## src/rtl/io_pkg.sv

```systemverilog
// Shared types and constants for the I/O request arbiter (io_req_arb, io_rr_pick).
package io_pkg;

    typedef enum logic [2:0] {StIdle, StIssue, StWaitb, StBusy, StDone} io_state_t;

    typedef enum logic [1:0] {
        OwnNone = 2'd0,
        OwnAts  = 2'd1,
        OwnCpu  = 2'd2,
        OwnKey  = 2'd3
    } io_owner_t;

    localparam logic [3:0] ATS_CODE    = 4'b1111;
    localparam logic [1:0] WAITB_LIMIT = 2'd2;

    // Bit positions of the one-hot grant vector
    localparam int unsigned GNT_ATS = 0;
    localparam int unsigned GNT_CPU = 1;
    localparam int unsigned GNT_KEY = 2;

    function automatic io_owner_t owner_of(input logic [2:0] gnt);
        io_owner_t own;
        own = OwnNone;
        if (gnt[GNT_ATS]) begin
            own = OwnAts;
        end else if (gnt[GNT_CPU]) begin
            own = OwnCpu;
        end else if (gnt[GNT_KEY]) begin
            own = OwnKey;
        end
        return own;
    endfunction

endpackage

```

## src/rtl/io_rr_pick.sv

```systemverilog
// Fixed ATS priority over a CPU/KEY pair that alternates on a tie.
module io_rr_pick
    import io_pkg::*;
(
    input  logic      ats_req,
    input  logic      cpu_req,
    input  logic      key_req,
    input  io_owner_t last_owner,
    output logic [2:0] gnt
);

    always_comb begin
        gnt = 3'b000;
        if (ats_req) begin
            gnt[GNT_ATS] = 1'b1;
        end else if (cpu_req && key_req) begin
            if (last_owner == OwnCpu) begin
                gnt[GNT_KEY] = 1'b1;
            end else begin
                gnt[GNT_CPU] = 1'b1;
            end
        end else if (cpu_req) begin
            gnt[GNT_CPU] = 1'b1;
        end else if (key_req) begin
            gnt[GNT_KEY] = 1'b1;
        end
    end

endmodule

```

## src/rtl/io_req_arb.sv

```systemverilog
// I/O request arbiter: grants ATS/CPU/KEY commands and sequences one I/O operation.
// Optional busy watchdog enabled by defining IO_ARB_TIMEOUT_EN.
module io_req_arb
    import io_pkg::*;
#(
    parameter logic [15:0] TIMEOUT_CYCLES = 16'd65535
) (
    input  logic       CLOCK,
    input  logic       rst_n,
    input  logic       READY,
    input  logic       ATS_REQ,
    input  logic       CPU_REQ,
    input  logic [3:0] CPU_CODE,
    input  logic       KEY_REQ,
    input  logic [3:0] KEY_CODE,
    input  logic       ABORT,
    output logic       ATS_GNT,
    output logic       CPU_GNT,
    output logic       KEY_GNT,
    output logic [3:0] OC_SET,
    output logic       OC_CLR,
    output logic       IO_DONE,
    output logic [1:0] IO_OWNER,
    output logic       TIMEOUT
);

    io_state_t  state_q, state_d;
    io_owner_t  owner_q, owner_d;
    io_owner_t  last_q, last_d;
    logic [3:0] code_q, code_d;
    logic [1:0] wcnt_q, wcnt_d;
    logic [2:0] pick, gnt_c;
    logic [3:0] oc_set_c;
    logic       oc_clr_c, done_c;
`ifdef IO_ARB_TIMEOUT_EN
    logic [15:0] busy_cnt_q, busy_cnt_d;
    logic        tmo_c;
`endif

    io_rr_pick u_pick (
        .ats_req   (ATS_REQ),
        .cpu_req   (CPU_REQ),
        .key_req   (KEY_REQ),
        .last_owner(last_q),
        .gnt       (pick)
    );

    always_comb begin
        state_d  = state_q;
        owner_d  = owner_q;
        last_d   = last_q;
        code_d   = code_q;
        wcnt_d   = wcnt_q;
        gnt_c    = 3'b000;
        oc_set_c = 4'b0000;
        oc_clr_c = 1'b0;
        done_c   = 1'b0;
`ifdef IO_ARB_TIMEOUT_EN
        busy_cnt_d = busy_cnt_q;
        tmo_c      = 1'b0;
`endif
        if (state_q == StIdle) begin
            // ABORT in IDLE only suppresses the grant
            if (!ABORT && READY && (pick != 3'b000)) begin
                gnt_c   = pick;
                state_d = StIssue;
                owner_d = owner_of(pick);
                code_d  = pick[GNT_ATS] ? ATS_CODE : (pick[GNT_CPU] ? CPU_CODE : KEY_CODE);
                if (!pick[GNT_ATS]) begin
                    last_d = owner_of(pick);
                end
            end
        end else if (ABORT) begin
            oc_clr_c = 1'b1;
            state_d  = StIdle;
            owner_d  = OwnNone;
        end else begin
            case (state_q)
                StIssue: begin
                    wcnt_d = 2'd0;
                    if (code_q == 4'b0000) begin
                        state_d = StDone;
                    end else begin
                        oc_set_c = code_q;
                        state_d  = StWaitb;
                    end
                end
                StWaitb: begin
                    if (!READY) begin
                        state_d = StBusy;
`ifdef IO_ARB_TIMEOUT_EN
                        busy_cnt_d = 16'd0;
`endif
                    end else if (wcnt_q == WAITB_LIMIT - 2'd1) begin
                        state_d = StDone;
                    end else begin
                        wcnt_d = wcnt_q + 2'd1;
                    end
                end
                StBusy: begin
                    if (READY) begin
                        state_d = StDone;
                    end
`ifdef IO_ARB_TIMEOUT_EN
                    // Counter holds (n-1) during the n-th BUSY cycle
                    else if (busy_cnt_q == TIMEOUT_CYCLES - 16'd1) begin
                        oc_clr_c = 1'b1;
                        tmo_c    = 1'b1;
                        state_d  = StIdle;
                        owner_d  = OwnNone;
                    end else begin
                        busy_cnt_d = busy_cnt_q + 16'd1;
                    end
`endif
                end
                StDone: begin
                    done_c  = 1'b1;
                    state_d = StIdle;
                    owner_d = OwnNone;
                end
                default: begin
                    state_d = StIdle;
                    owner_d = OwnNone;
                end
            endcase
        end
    end

    always_ff @(posedge CLOCK) begin
        if (!rst_n) begin
            state_q <= StIdle;
            owner_q <= OwnNone;
            last_q  <= OwnKey;
            code_q  <= 4'b0000;
            wcnt_q  <= 2'd0;
        end else begin
            state_q <= state_d;
            owner_q <= owner_d;
            last_q  <= last_d;
            code_q  <= code_d;
            wcnt_q  <= wcnt_d;
        end
    end

`ifdef IO_ARB_TIMEOUT_EN
    always_ff @(posedge CLOCK) begin
        if (!rst_n) begin
            busy_cnt_q <= 16'd0;
        end else begin
            busy_cnt_q <= busy_cnt_d;
        end
    end

    assign TIMEOUT = rst_n & tmo_c;
`else
    logic unused_timeout_cycles;
    assign unused_timeout_cycles = ^TIMEOUT_CYCLES;
    assign TIMEOUT = 1'b0;
`endif

    // Outputs are forced low while reset is held, even before the first reset edge
    assign ATS_GNT  = rst_n & gnt_c[GNT_ATS];
    assign CPU_GNT  = rst_n & gnt_c[GNT_CPU];
    assign KEY_GNT  = rst_n & gnt_c[GNT_KEY];
    assign OC_SET   = rst_n ? oc_set_c : 4'b0000;
    assign OC_CLR   = rst_n & oc_clr_c;
    assign IO_DONE  = rst_n & done_c;
    assign IO_OWNER = rst_n ? owner_q : OwnNone;

endmodule

```

## config.mk

```make
export PLATFORM = sky130hd
export DESIGN_NAME = io_req_arb
export DESIGN_NICKNAME = d
export VERILOG_FILES = /design/src/rtl/io_pkg.sv /design/src/rtl/io_rr_pick.sv /design/src/rtl/io_req_arb.sv
export SDC_FILE = /design/constraint.sdc
export NUM_CORES = 1
export LEC_CHECK = 0
export ABC_AREA = 1
export CORE_MARGIN = 2
export CORE_UTILIZATION = 40
export CTS_CLUSTER_DIAMETER = 30
export DETAILED_ROUTE_END_ITERATION = 8
export PLACE_DENSITY = 0.85
export SYNTH_ARGS = -nofsm -noshare
export SYNTH_HDL_FRONTEND = slang
export SYNTH_SLANG_ARGS = --single-unit
export TNS_END_PERCENT = 10
```

## constraint.sdc

```tcl
create_clock -name CLOCK -period 1.2 [get_ports CLOCK]
set_clock_uncertainty 0.15 [all_clocks]
set_input_delay 0.3 -clock CLOCK [delete_from_list [all_inputs] [get_ports CLOCK]]
set_output_delay 0.3 -clock CLOCK [all_outputs]
set_load 0.005 [all_outputs]
```

==> qor.yml <==
io-pin-count: 27
antenna_found_initial: 0
fmax_ghz: 0.525
synth_seq_cells: 13
hp-class: "in2reg"
wl_per_cell_um: 19.0
clkTransAtPathRegs_ps: 90
cts_tree: "yes"
p_clk_share_pct: 21.9
vias_per_cell: 5.80
drt_wl_total_um: 4650
ir_drop_uv: 572
synth_top_area_cell: "dfxtp_1"
synth_warnings: 0
violations: "setup timing"
synth_flop_cell: "dfxtp_1"
synth_edf_count: 0
dp_hpwl_um: 1970
seqPwrFrac_pct: 35.7
rows: 16
syn-cell-area_sq_um: 865
setup_viol: 23
setup_ws_ps: -704
fin_setup_tns_ps: -10630
power.internal_mw: 0.846
cp.arrival_ps: 1450
synth.avg_cell_area_sq_um: 6.09
num_vias: 1416
cts_made_buffers: 3
grt_max_degree: 9
placed_cell_area_sq_mm: 0.00132
clock_latency_ps: 300
hold_viol: 0
diodes: 0
rsz0062_at_grt: "yes"
status: "complete, but fails checks"
overflow: 0
critical_path_class: "reg2out"
drt_first_iter_violations: 88
final_nets: 234
path_max_fanout: 3
synth_area_leaders: "dfxtp_1 (30%), nand2_1 (16%), inv_1 (9.1%)"
synth-async-reset-ratio_pct: 0
finalCritPeriodShare_pct: 159
fin_hold_ws_ps: 223
die-height_um: 50.5
start_util_pct: 43.2
syn_nets: 158
die_w_um: 50.5
synth_most_common_cell: "nand2_1"
ctsRootBufferMaster: "clkbuf_4"
route.detailed.drc: 0
h-tree-depth: 1
ant_nets: 0
dieArea_sq_mm: 0.00255
syn_to_final_growth_pct: 89.4
syn_inst: 142
seq_area_frac_synth_pct: 30.1
synth_top_cells_by_count: "nand2_1 (36), inv_1 (21), nand3_1 (15), nor2_1 (15), dfxtp_1 (13)"
first_pass_iters: 4
clockBufferDepth: 2
io_buffers: 25
startpoint_type: "register"
slew_viol_final: 0
p_per_area_mw_per_mm2: 824
maxCapViolations: 0
core-area_sq_mm: 0.00200
finish.instance_area_sq_mm: 0.00164
p_leak_nw: 0.819
grt_pass1_wl_um: 6740
gp_congestion: 0.867
layout-drive-gt1-share_pct: 54.4
synth_top_area_share_pct: 30.1
switchingPower_mw: 0.504
cts.sinks: 13
yosys.cell_types.count: 24
fin_crit_ps: 1900
end_kind: "output port"
switching_share_pct: 37.3
grt_pass1_vias: 1341
grt_usage_pct: 35.8
crit_required_ps: 750
p_comb_share_pct: 42.3
-- final cells by class --
cell class / count / area [sq um]
clock buffer: 3 / 22.5
clock inverter: 1 / 5.00
fill: 87 / 364
inverter: 27 / 119
multi-input combinational: 100 / 612
sequential: 13 / 270
tap: 27 / 33.8
timing repair buffer: 73 / 576
-- flip-flops by register name (all words and copies together), names as in the netlist --
signal / flops
owner_q: 2
code_q: 4
last_q: 2
wcnt_q: 2
state_q: 3
-- path summary, 6_finish.rpt --
path | slack, ps | endpoint | start | cells past startpoint
max | -700 | CPU_GNT | state_q[1] | 7
min | 220 | state_q[2] | rst_n | 3
max reg2reg | -450 | state_q[0] | state_q[2] | 8
min reg2reg | 330 | code_q[2] | code_q[2] | 2
-- critical path, cell delays in order (launching register included) --
cell,delay [ps]
dfxtp_2,360
inv_4,80
nand3_4,100
nor2_4,150
nand2_2,80
buf_4,150
nor2_2,110
buf_2,130
-- layout by cell type (no fill, tap or decap), types with 3 or more instances in the layout --
master / n
a21oi_1: 5
a21oi_2: 3
buf_2: 11
buf_4: 43
buf_6: 9
clkbuf_4: 3
clkdlybuf4s50_1: 8
dfxtp_1: 7
dfxtp_2: 5
inv_1: 14
inv_2: 6
inv_4: 7
nand2_1: 29
nand2_2: 8
nand3_1: 14
nand3_4: 4
nor2_1: 11
nor2_2: 3
nor2_4: 3
nor3_2: 4
-- metal layers --
metal | global-route usage (%) | vias to the layer above | part of all wire, %
li1 | - | 601 | -
met1 | 41.0 | 636 | 37
met2 | 59.9 | 128 | 44
met3 | 12.8 | 51 | 9.4
met4 | 15.3 | 0 | 8.9
met5 | 0 | - | 0
-- logic make-up (layout without fill, tap and decap cells) --
| logic type | Yosys count | in the layout | synth area share, % |
|---|---|---|---|
| adders and majority gates | 1 | 1 | 1.45 |
| AOI/OAI and AO/OA | 14 | 14 | 9.55 |
| DFF | 13 | 13 | 30.1 |
| and+or+nand+nor | 84 | 84 | 45.4 |
| other | 1 | 1 | 0.434 |
| buffers and inverters | 29 | 104 | 13.0 |
-- per-stage QoR --
stage | util, % | power [mW] | worst slack (ps) | cells
3_3_place_gp | 66.0 | 0.838 | -1150 | 216
6_report | 81.8 | 1.35 | -704 | 244
5_1_grt | 81.8 | 1.41 | -808 | 244
3_5_place_dp | 66.0 | 0.855 | -1190 | 216
2_1_floorplan | - | 0.663 | -122 | 142
4_1_cts | 78.8 | 1.24 | -551 | 242
-- repair_timing --
action | in CTS | in global routing
pin swaps | 18 | 8
gates resized for setup | 98 | 25
setup endpoints to repair | 24 | 23
buffers inserted | 22 | 2
hold buffers | 0 | 0
-- power groups by stage --
stage | combinational (mW) | clock, mW | sequential, mW
3_5_place_dp | 0.374 | 0 | 0.481
2_1_floorplan | 0.183 | 0 | 0.480
3_3_place_gp | 0.358 | 0 | 0.480
5_1_grt | 0.605 | 0.317 | 0.483
4_1_cts | 0.466 | 0.296 | 0.474
6_report | 0.571 | 0.296 | 0.482
No activity file was read; power rests on OpenSTA's default activity.
